[src/rtl/blob_topk_sorter.sv]
// blob_topk_sorter: scans blob records in shared RAM, keeps the best TOP_K
// under a selectable key. Define BLOB_SORT_COUNT_EN for a kept-blob count word.
module blob_topk_sorter #(
  parameter int ADDR_W    = 18,
  parameter int REC_BASE  = 200000,
  parameter int OUT_BASE  = 200100,
  parameter int TOP_K     = 4,
  parameter int MAX_BLOBS = 1024,
  parameter int RD_LAT    = 1
) (
  input  logic              clk,
  input  logic              reset,
  input  logic              enable_blob_sorting,
  input  logic              pause,
  input  logic [15:0]       blob_extraction_blob_counter,
  input  logic [7:0]        minimum_blob_size,
  input  logic [1:0]        sort_mode,
  input  logic [31:0]       data_read,
  output logic [ADDR_W-1:0] address,
  output logic              wren,
  output logic [31:0]       data_write,
  output logic              blob_sorting_done
);
`ifdef BLOB_SORT_COUNT_EN
  localparam int NW = 3*TOP_K + 1;
`else
  localparam int NW = 3*TOP_K;
`endif

  typedef enum logic [2:0] {
    S_IDLE, S_CLEAR, S_FETCH, S_WAIT, S_EVAL, S_WRITE, S_DONE
  } state_t;

  state_t            state_q, state_d;
  logic [2:0]        cyc_q, cyc_d;
  logic [15:0]       n_q, n_d, lim_q, lim_d, n_nx;
  logic [1:0]        mode_q, mode_d;
  logic [7:0]        min_q, min_d;
  logic [31:0]       w0_q, w0_d, w1_q, w1_d;
  logic [ADDR_W-1:0] ra_q, ra_d, addr_q, addr_d;
  logic [4:0]        wi_q, wi_d;
  logic [3:0]        ws_q, ws_d;
  logic [1:0]        wj_q, wj_d;
  logic              wren_q, wren_d, done_q, done_d;
  logic [31:0]       dw_q, dw_d;
  logic [TOP_K-1:0]  vld_q, vld_d, better;
  logic [31:0]       s0_q [TOP_K];
  logic [31:0]       s1_q [TOP_K];
  logic [31:0]       s2_q [TOP_K];
  logic [31:0]       s0_d [TOP_K];
  logic [31:0]       s1_d [TOP_K];
  logic [31:0]       s2_d [TOP_K];
  logic [15:0]       key_new;
  logic              keep, is_term, seen, pv;
  logic [31:0]       p0, p1, p2, wr_word;
`ifdef BLOB_SORT_COUNT_EN
  logic [15:0]       kept_q, kept_d;
`endif

  function automatic logic beats(input logic [1:0] m,
                                 input logic [15:0] a,
                                 input logic [15:0] b);
    return (m == 2'd0 || m == 2'd3) ? (a > b) : (a < b);
  endfunction

  // rank the record under evaluation against every held slot
  always_comb begin
    key_new = mode_q[1] ? w1_q[15:0] : w0_q[31:16];
    is_term = (w0_q == 32'hffffffff);
    keep    = !is_term && (w0_q[31:16] >= {8'h0, min_q});
    better  = '0;
    for (int i = 0; i < TOP_K; i++)
      better[i] = !vld_q[i] ||
        beats(mode_q, key_new,
              mode_q[1] ? s1_q[i][15:0] : s0_q[i][31:16]);
  end

  // pick the result word for the current write slot
  always_comb begin
    wr_word = '0;
    for (int i = 0; i < TOP_K; i++)
      if (ws_q == 4'(i) && vld_q[i])
        wr_word = (wj_q == 2'd0) ? s0_q[i] :
                  (wj_q == 2'd1) ? s1_q[i] : s2_q[i];
`ifdef BLOB_SORT_COUNT_EN
    if (ws_q == 4'(TOP_K)) wr_word = {16'h0, kept_q};
`endif
  end

  // next-state, RAM port and ranked-slot update
  always_comb begin
    state_d = state_q;
    cyc_d   = cyc_q;
    n_d     = n_q;
    lim_d   = lim_q;
    mode_d  = mode_q;
    min_d   = min_q;
    w0_d    = w0_q;
    w1_d    = w1_q;
    ra_d    = ra_q;
    wi_d    = wi_q;
    ws_d    = ws_q;
    wj_d    = wj_q;
    vld_d   = vld_q;
    s0_d    = s0_q;
    s1_d    = s1_q;
    s2_d    = s2_q;
    addr_d  = addr_q;
    wren_d  = 1'b0;
    dw_d    = dw_q;
    done_d  = 1'b0;
    seen    = 1'b0;
    pv      = 1'b0;
    p0      = '0;
    p1      = '0;
    p2      = '0;
`ifdef BLOB_SORT_COUNT_EN
    kept_d  = kept_q;
`endif
    n_nx    = n_q + 16'd1;
    if ((state_q == S_FETCH || state_q == S_WAIT) &&
        cyc_q == 3'(1 + RD_LAT))
      w0_d = data_read;
    if ((state_q == S_FETCH || state_q == S_WAIT) &&
        cyc_q == 3'(2 + RD_LAT))
      w1_d = data_read;
    unique case (state_q)
      S_IDLE: if (enable_blob_sorting) begin
        mode_d  = sort_mode;
        min_d   = minimum_blob_size;
        lim_d   = blob_extraction_blob_counter;
        state_d = S_CLEAR;
      end
      S_CLEAR: begin
        vld_d   = '0;
        n_d     = '0;
        cyc_d   = '0;
        ra_d    = ADDR_W'(REC_BASE);
        wi_d    = '0;
        ws_d    = '0;
        wj_d    = '0;
`ifdef BLOB_SORT_COUNT_EN
        kept_d  = '0;
`endif
        state_d = (lim_q == 16'd0) ? S_WRITE : S_FETCH;
      end
      S_FETCH: if (!(cyc_q == 3'd0 && pause)) begin
        addr_d = ra_q + ADDR_W'(cyc_q);
        cyc_d  = cyc_q + 3'd1;
        if (cyc_q == 3'd2) state_d = S_WAIT;
      end
      S_WAIT: begin
        cyc_d = cyc_q + 3'd1;
        if (cyc_q == 3'(2 + RD_LAT)) state_d = S_EVAL;
      end
      S_EVAL: begin
        if (keep) begin
          for (int i = 0; i < TOP_K; i++) begin
            if (seen) begin
              vld_d[i] = pv;
              s0_d[i]  = p0;
              s1_d[i]  = p1;
              s2_d[i]  = p2;
            end else if (better[i]) begin
              vld_d[i] = 1'b1;
              s0_d[i]  = w0_q;
              s1_d[i]  = w1_q;
              s2_d[i]  = data_read;
              seen     = 1'b1;
            end
            pv = vld_q[i];
            p0 = s0_q[i];
            p1 = s1_q[i];
            p2 = s2_q[i];
          end
`ifdef BLOB_SORT_COUNT_EN
          if (kept_q != 16'hffff) kept_d = kept_q + 16'd1;
`endif
        end
        cyc_d = '0;
        n_d   = n_nx;
        ra_d  = ra_q + ADDR_W'(3);
        if (is_term || n_nx == lim_q || n_nx == 16'(MAX_BLOBS))
          state_d = S_WRITE;
        else
          state_d = S_FETCH;
      end
      S_WRITE: if (!pause) begin
        wren_d = 1'b1;
        addr_d = ADDR_W'(OUT_BASE) + ADDR_W'(wi_q);
        dw_d   = wr_word;
        wi_d   = wi_q + 5'd1;
        if (wj_q == 2'd2) begin
          wj_d = '0;
          ws_d = ws_q + 4'd1;
        end else begin
          wj_d = wj_q + 2'd1;
        end
        if (wi_q == 5'(NW - 1)) state_d = S_DONE;
      end
      S_DONE: done_d = 1'b1;
      default: state_d = S_IDLE;
    endcase
    if (!enable_blob_sorting) begin
      state_d = S_IDLE;
      wren_d  = 1'b0;
      done_d  = 1'b0;
      addr_d  = addr_q;
    end
  end

  // state and datapath registers
  always_ff @(posedge clk or posedge reset) begin
    if (reset) begin
      state_q <= S_IDLE;
      cyc_q   <= '0;
      n_q     <= '0;
      lim_q   <= '0;
      mode_q  <= '0;
      min_q   <= '0;
      w0_q    <= '0;
      w1_q    <= '0;
      ra_q    <= '0;
      wi_q    <= '0;
      ws_q    <= '0;
      wj_q    <= '0;
      vld_q   <= '0;
      addr_q  <= '0;
      wren_q  <= 1'b0;
      dw_q    <= '0;
      done_q  <= 1'b0;
      for (int i = 0; i < TOP_K; i++) begin
        s0_q[i] <= '0;
        s1_q[i] <= '0;
        s2_q[i] <= '0;
      end
`ifdef BLOB_SORT_COUNT_EN
      kept_q  <= '0;
`endif
    end else begin
      state_q <= state_d;
      cyc_q   <= cyc_d;
      n_q     <= n_d;
      lim_q   <= lim_d;
      mode_q  <= mode_d;
      min_q   <= min_d;
      w0_q    <= w0_d;
      w1_q    <= w1_d;
      ra_q    <= ra_d;
      wi_q    <= wi_d;
      ws_q    <= ws_d;
      wj_q    <= wj_d;
      vld_q   <= vld_d;
      addr_q  <= addr_d;
      wren_q  <= wren_d;
      dw_q    <= dw_d;
      done_q  <= done_d;
      s0_q    <= s0_d;
      s1_q    <= s1_d;
      s2_q    <= s2_d;
`ifdef BLOB_SORT_COUNT_EN
      kept_q  <= kept_d;
`endif
    end
  end

  assign address           = addr_q;
  assign wren              = wren_q;
  assign data_write        = dw_q;
  assign blob_sorting_done = done_q;

endmodule

[config.mk]
export PLATFORM = sky130hd
export DESIGN_NAME = blob_topk_sorter
export DESIGN_NICKNAME = d
export VERILOG_FILES = /design/src/rtl/blob_topk_sorter.sv
export SDC_FILE = /design/constraint.sdc
export NUM_CORES = 2
export LEC_CHECK = 0
export ABC_AREA = 1
export CORE_MARGIN = 10
export CORE_UTILIZATION = 67
export DETAILED_ROUTE_END_ITERATION = 10
export GPL_ROUTABILITY_DRIVEN = 0
export PLACE_DENSITY_LB_ADDON = 0.25
export SLEW_MARGIN = 5
export SYNTH_ARGS = -nofsm -noshare
export SYNTH_HDL_FRONTEND = slang
export SYNTH_SLANG_ARGS = --single-unit
[constraint.sdc]
create_clock -name clk -period 60.3 [get_ports clk]
set_input_delay 18.09 -clock clk [delete_from_list [all_inputs] [get_ports clk]]
set_output_delay 18.09 -clock clk [all_outputs]
set_load 0.03 [all_outputs]
# [Yosys cells after proc, flatten, opt, wreduce, memory -nomap -nowiden]
# Index checks and enable logic that the tools add are counted.
[totals] register_bits=581 elab_cells=220
[classes] addsub=8 order_cmp=9 n_eq_ne=32 mux=88 n_bitwise=1 n_reduce_logical=50
[op_table] operator="$mux W32" n=30
[op_table] operator="$mux W16" n=5
[op_table] operator="$pmux W18 S2" n=2
[op_table] operator="$gt A16 B16 Y1" n=4
[op_table] operator="$lt A16 B16 Y1" n=4
[op_table] operator="$mux W18" n=2
[op_table] operator="$eq A32 B32 Y1 const B" n=1
[op_table] operator="$pmux W16 S2" n=1
[op_table] operator="$mux W1" n=27
[op_table] operator="$mux W3" n=9
[op_table] operator="$reduce_and A3 Y1" n=9
[op_table] operator="$pmux W3 S7" n=1
[op_table] operator="$add A17 B6 Y18 const A" n=1
[op_table] operator="$add A18 B2 Y18 const B" n=1
[op_table] operator="$add A18 B3 Y18" n=1
[op_table] operator="$add A16 B1 Y16 const B" n=1
[op_table] operator="$eq A16 B11 Y1 const B" n=1
[op_table] operator="$eq A16 B16 Y1" n=1
[op_table] operator="$ge A16 B8 Y1" n=1
[op_table] operator="$logic_not A16 Y1" n=1
[op_table] operator="$pmux W4 S2" n=2
[op_table] operator="$ne A3 B2 Y1 const B" n=5
[op_table] operator="$eq A3 B2 Y1 const B" n=4
[op_table] operator="$mux W4" n=3
[op_table] operator="other kinds (31)" n=71

# [Longest topological paths before layout]
[depth] ltp_word=16 mapped_depth=23 mapped_depth_nobuf=19

# [Least setup slack after synthesis]
# Ideal clock, no wire load.
[synth_path] path_type="input-to-reg" startpoint="input pause" endpoint="register addr_q[17], in the netlist address[17]" setup_time_ns=0.119 arrival_ns=19.037 required_ns=60.181 slack_ns=41.143 cell_stages=8 path_buffers=1 cell_sequence="inv_1 nor4_1 inv_1 o21ai_1 inv_1 buf_4 o22ai_1 inv_1"
[synth_between] elab_chain_cells=3 word_cells_on_any_way=4
[synth_rtl] element="start, declared" line_no="14" rtl="input logic pause,"
[synth_rtl] element="$logic_and A1 B1 Y1" line_no="147" rtl="S_FETCH: if (!(cyc_q == 3'd0 && pause)) begin"
[synth_rtl] element="$ne A2 B2 Y1 (no source line)"
[synth_rtl] element="$reduce_and A4 Y1 (no source line) *"
[synth_rtl] element="end signal, assigned" line_no="254" rtl="addr_q <= addr_d;"
[synth_rtl] element="end, declared" line_no="40" rtl="logic [ADDR_W-1:0] ra_q, ra_d, addr_q, addr_d;"
# Every way passes the cells marked *; elsewhere a longest branch is shown, timed or not.
# A chain may end at the register's enable or synchronous reset.

# [Worst setup path in the final report]
[layout_path] startpoint="input pause" endpoint="register addr_q[5], in the netlist address[5]"
# Same word-level chain as after synthesis.

==> results.txt <==
The path class of the tightest hold or removal check is register to register. The total overflow reported by the global router came out at 0. The die outline width is 240 um. The number of max-capacitance violations reported came out at 0.

The clock tree from TritonCTS is done. The sum of routed wire length over all layers is ~110 mm. The warning count from the yosys run is 0. Cell internal power was estimated by the tool at 1020 uW.

Setup repair after global routing left no endpoint under its margin. In the final layout, the share of cells above drive strength 1 is between 4 and 5%. The portion of synthesized cell area occupied by the leading cell type came out at 44.7%.

For this run, asynchronously set or reset flops after synthesis account for 100%. The peak clock frequency supported by timing is 48.9 MHz. The share of cell area taken by muxes after synthesis came out at 0.446%. In this run the cell area of the synthesized design comes to 32,500 um^2. The number of instances in the synthesized netlist is 4,492. The setup TNS came out at 0 ps. Across the VDD grid, the largest voltage drop is 0.0328 mV.

The worst setup path is launched from an input port. The number of hold buffers added after cts is 0. After Yosys synthesis, XOR and XNOR cells account for less than 1% of the synthesized area.

The final-report max-slew violation count is 0. Signal routing reaches up to met4. Pin placement for this block handled 114 I/O pins. Ranked by total cell area, the synthesized netlist is headed by sky130_fd_sc_hd__dfrtp_1 45%, sky130_fd_sc_hd__nand2_1 18%, sky130_fd_sc_hd__o21ai_0 10%, sky130_fd_sc_hd__inv_1 4.4%, sky130_fd_sc_hd__nand3_1 4.2%. The level count of the clock H-tree came out at 2. The final standard cell count with taps included and fillers excluded is 5,088.

STA classifies the critical path endpoint as a register. After synthesis, the mean cell area works out to 7.24 um^2. The flow ran to the end, and the final reports show no timing, DRC or antenna violations. Clock-pin slew was measured on the worst setup and hold paths at 60 ps. In the detailed route, the total length drawn on met3 is 16.2 mm. The maximum fanout along the worst path is 60. Among all cell types in the netlist, the one instantiated most often is sky130_fd_sc_hd__nand2_1. The number of global-route vias before repair was 29,500. Entering global routing, the biggest net connects 293 pins. The slew of the pin with the lowest slew margin came out at around 1300 ps. The proportion of power drawn by the clock network came out at between 20% and 30%.

In the synthesized netlist, the cells that appear most often are 1,529 x sky130_fd_sc_hd__nand2_1, 670 x sky130_fd_sc_hd__o21ai_0, 581 x sky130_fd_sc_hd__dfrtp_1. The net switching fraction of the power came out at between 40 and 50%. The headroom to the max-slew limit is 14.3%. After synthesis, flip-flops and latches occupy 44.7% of the total area.

The clock sink count came out at 581. The maximum number of buffers from clock root to sink came out at 3. Detailed routing placed a total of 45.8 mm of wire on met2. The number of buffers created by CTS is 60.

The combinational fraction of design power came out at 41.8%. The HPWL after detailed placement is 66.8 mm. The wire length on met1 came out at a little over 40 mm. The number of enable flip-flop cells after synthesis is 0. The post-detailed-route wirelength per cell came out at 21.2 um.

The initial antenna violation count is 3. The net total in the final layout came out at about 4,600. The overall power after layout came out at between 1500 and 2000 uW. The area fraction in and, or, nand and nor cells after synthesis is 25.9%.

The final clock period utilization by the worst path is between 30% and 40%. The post-cts sizing count is 0. The switching power came out at 817 uW. The power share of the sequential group is approximately 38%.

The count of distinct cell types in the synthesized netlist is 49. The initial standard-cell utilization of the core came out at 68.0%. The biggest area contributor in the post-synthesis netlist is sky130_fd_sc_hd__dfrtp_1. The static leakage is approximately 0.017 uW. The overall fraction of global-route tracks in use is 36.9%. In the synthesized netlist the dominant register cell turns out to be sky130_fd_sc_hd__dfrtp_1. The flip-flop and latch count after synthesis came out at 581.

CTS placed an instance of sky130_fd_sc_hd__clkbuf_16 at the clock tree root. The count of input and output buffers is between 100 and 150. The shortest period the worst path allows came out at 20,460 ps. The worst clock skew is 13.8 ps.

The post-CTS setup-driven buffer insertion count is 0. The DRC violation total after the first TritonRoute iteration is 5,085. The power density normalized to cell area is 51.6 nW/um^2. The synthesis-to-finish area growth came out at 9.36%. After floorplanning, the core was sized to cover between 40,000 and 50,000 um^2.

The compound-cell area share of the yosys netlist is 16.8%. Setup violations remaining at the end of the flow were counted as 0. The clock latency at the later pin of the worst-skew pair is 640 ps. The worst-case setup margin in the final layout came out at between 30,000 and 40,000 ps. The hold violation count in the final report is 0. STA puts the critical path data arrival time at 20,980 ps. The y dimension of the die came out at 240 um. The number of cell rows came out at 80.

The net count of the mapped netlist came out at 4,645. The overall via count from detail_route is 32,300. The floorplan die area is 57,700 um^2. The largest family of logic cells by synthesized area is simple AND/OR/NAND/NOR gates. Prior to clock tree synthesis, the placed netlist has a worst setup slack of 39,100 ps.

By startpoint and endpoint, the worst setup path is classified as input port to register. The first-pass GRT wire length came out at 167 mm. The number of placed cells counting well taps came out at 4,978. Summing the areas of all fa, ha and maj instances in the mapped netlist gives 3.52% of the synthesized area. The ratio of routed vias to standard cells came out at 6.34. The number of optimization iterations in the first detailed-route pass came out at 8. The number of nets with antenna violations after routing is 0. The critical path data required time is approximately 61,000 ps. For this run, design rule violations remaining after detail routing come to 0.
## sequential cells by signal (all words and copies together) (netlist names), 3 cells and up
register	cells
s0_q	128
s1_q	128
s2_q	128
data_write	32
w0_q	32
w1_q	32
address	18
ra_q	18
lim_q	16
n_q	16
min_q	8
wi_q	5
vld_q	4
ws_q	4
cyc_q	3
state_q	3
## layout make-up
type | instances | area (um^2)
antenna | 5 | 12.5
clock buffer | 90 | 1770
clock inverter | 15 | 154
fill | 3690 | 12300
inverter | 397 | 1500
multi-input combinational | 3239 | 15400
sequential | 581 | 14500
tap | 615 | 769
timing repair buffer | 146 | 1420
## placed cells by master (no fill, tap or decap), types with 32 or more instances in the layout
master / count
sky130_fd_sc_hd__nor2_1: 234
sky130_fd_sc_hd__dfrtp_1: 579
sky130_fd_sc_hd__o21ai_0: 670
sky130_fd_sc_hd__nand2_1: 1526
sky130_fd_sc_hd__a221oi_1: 32
sky130_fd_sc_hd__ha_1: 90
sky130_fd_sc_hd__a21oi_1: 145
sky130_fd_sc_hd__nand3_1: 273
sky130_fd_sc_hd__clkbuf_16: 61
sky130_fd_sc_hd__clkdlybuf4s50_1: 113
sky130_fd_sc_hd__o22ai_1: 47
sky130_fd_sc_hd__a31oi_1: 33
sky130_fd_sc_hd__o21ai_1: 36
sky130_fd_sc_hd__inv_1: 379
## per-layer routing
| layer | vias up | GRT usage, % |
|---|---|---|
| met4 | 0 | 17.3 |
| met5 | - | 0 |
| met3 | 387 | 11.0 |
| met1 | 15000 | 50.0 |
| li1 | 14500 | - |
| met2 | 2387 | 53.5 |
## worst max-delay path, cell delays in order
cell                              delay, ps
sky130_fd_sc_hd__clkdlybuf4s50_1        550
sky130_fd_sc_hd__nor2_4                  50
sky130_fd_sc_hd__buf_4                  320
sky130_fd_sc_hd__inv_2                  380
sky130_fd_sc_hd__nor2_2                  70
sky130_fd_sc_hd__o21ai_1                680
sky130_fd_sc_hd__inv_1                  420
sky130_fd_sc_hd__o41ai_1                170
sky130_fd_sc_hd__nand2_1                 80
sky130_fd_sc_hd__o21ai_0                 90
sky130_fd_sc_hd__inv_1                   60
## path summary, 6_finish.rpt
path | startpoint | end | slack, ps | depth (start not counted)
min in group asynchronous | reset | s2_q[82] | 17940 | 2
hold reg to reg | address[9] | address[9] | 490 | 2
setup reg to reg | mode_q[1] | s2_q[1] | 52400 | 18
max in group asynchronous | reset | mode_q[1] | 39870 | 4
setup / recovery | pause | address[5] | 39840 | 11
hold / removal | address[9] | address[9] | 490 | 2
## power by group through the flow
stage                     Sequential [uW]  Combinational, uW  Clock (uW)
after floorplan                       661                508           0
after global placement                687                706           0
after CTS                             686                744         370
final                                 697                766         372
after global routing                  709                850         387
after detailed placement              690                735           0
## stage by stage
| step | cell area [um^2] | hold WS [ps] | utilization (%) |
|---|---|---|---|
| 2_1_floorplan | 32500 | 455 | - |
| 3_3_place_gp | 33600 | 470 | 70.3 |
| 3_5_place_dp | 33600 | 474 | 70.3 |
| 4_1_cts | 35600 | 488 | 74.3 |
| 5_1_grt | 35600 | 519 | 74.3 |
| 6_report | 35600 | 486 | 74.3 |
## cell families (layout without fill, tap and decap cells)
group	after synthesis	count (layout)
adders and majority gates	91	91
AOI/OAI and AO/OA	1013	1013
buffers and inverters	672	648
DFF	581	581
muxes	14	14
xor gates and xnor gates	13	13
other	0	5
and+or+nand+nor	2108	2108
(Power assumes the default switching activity.)
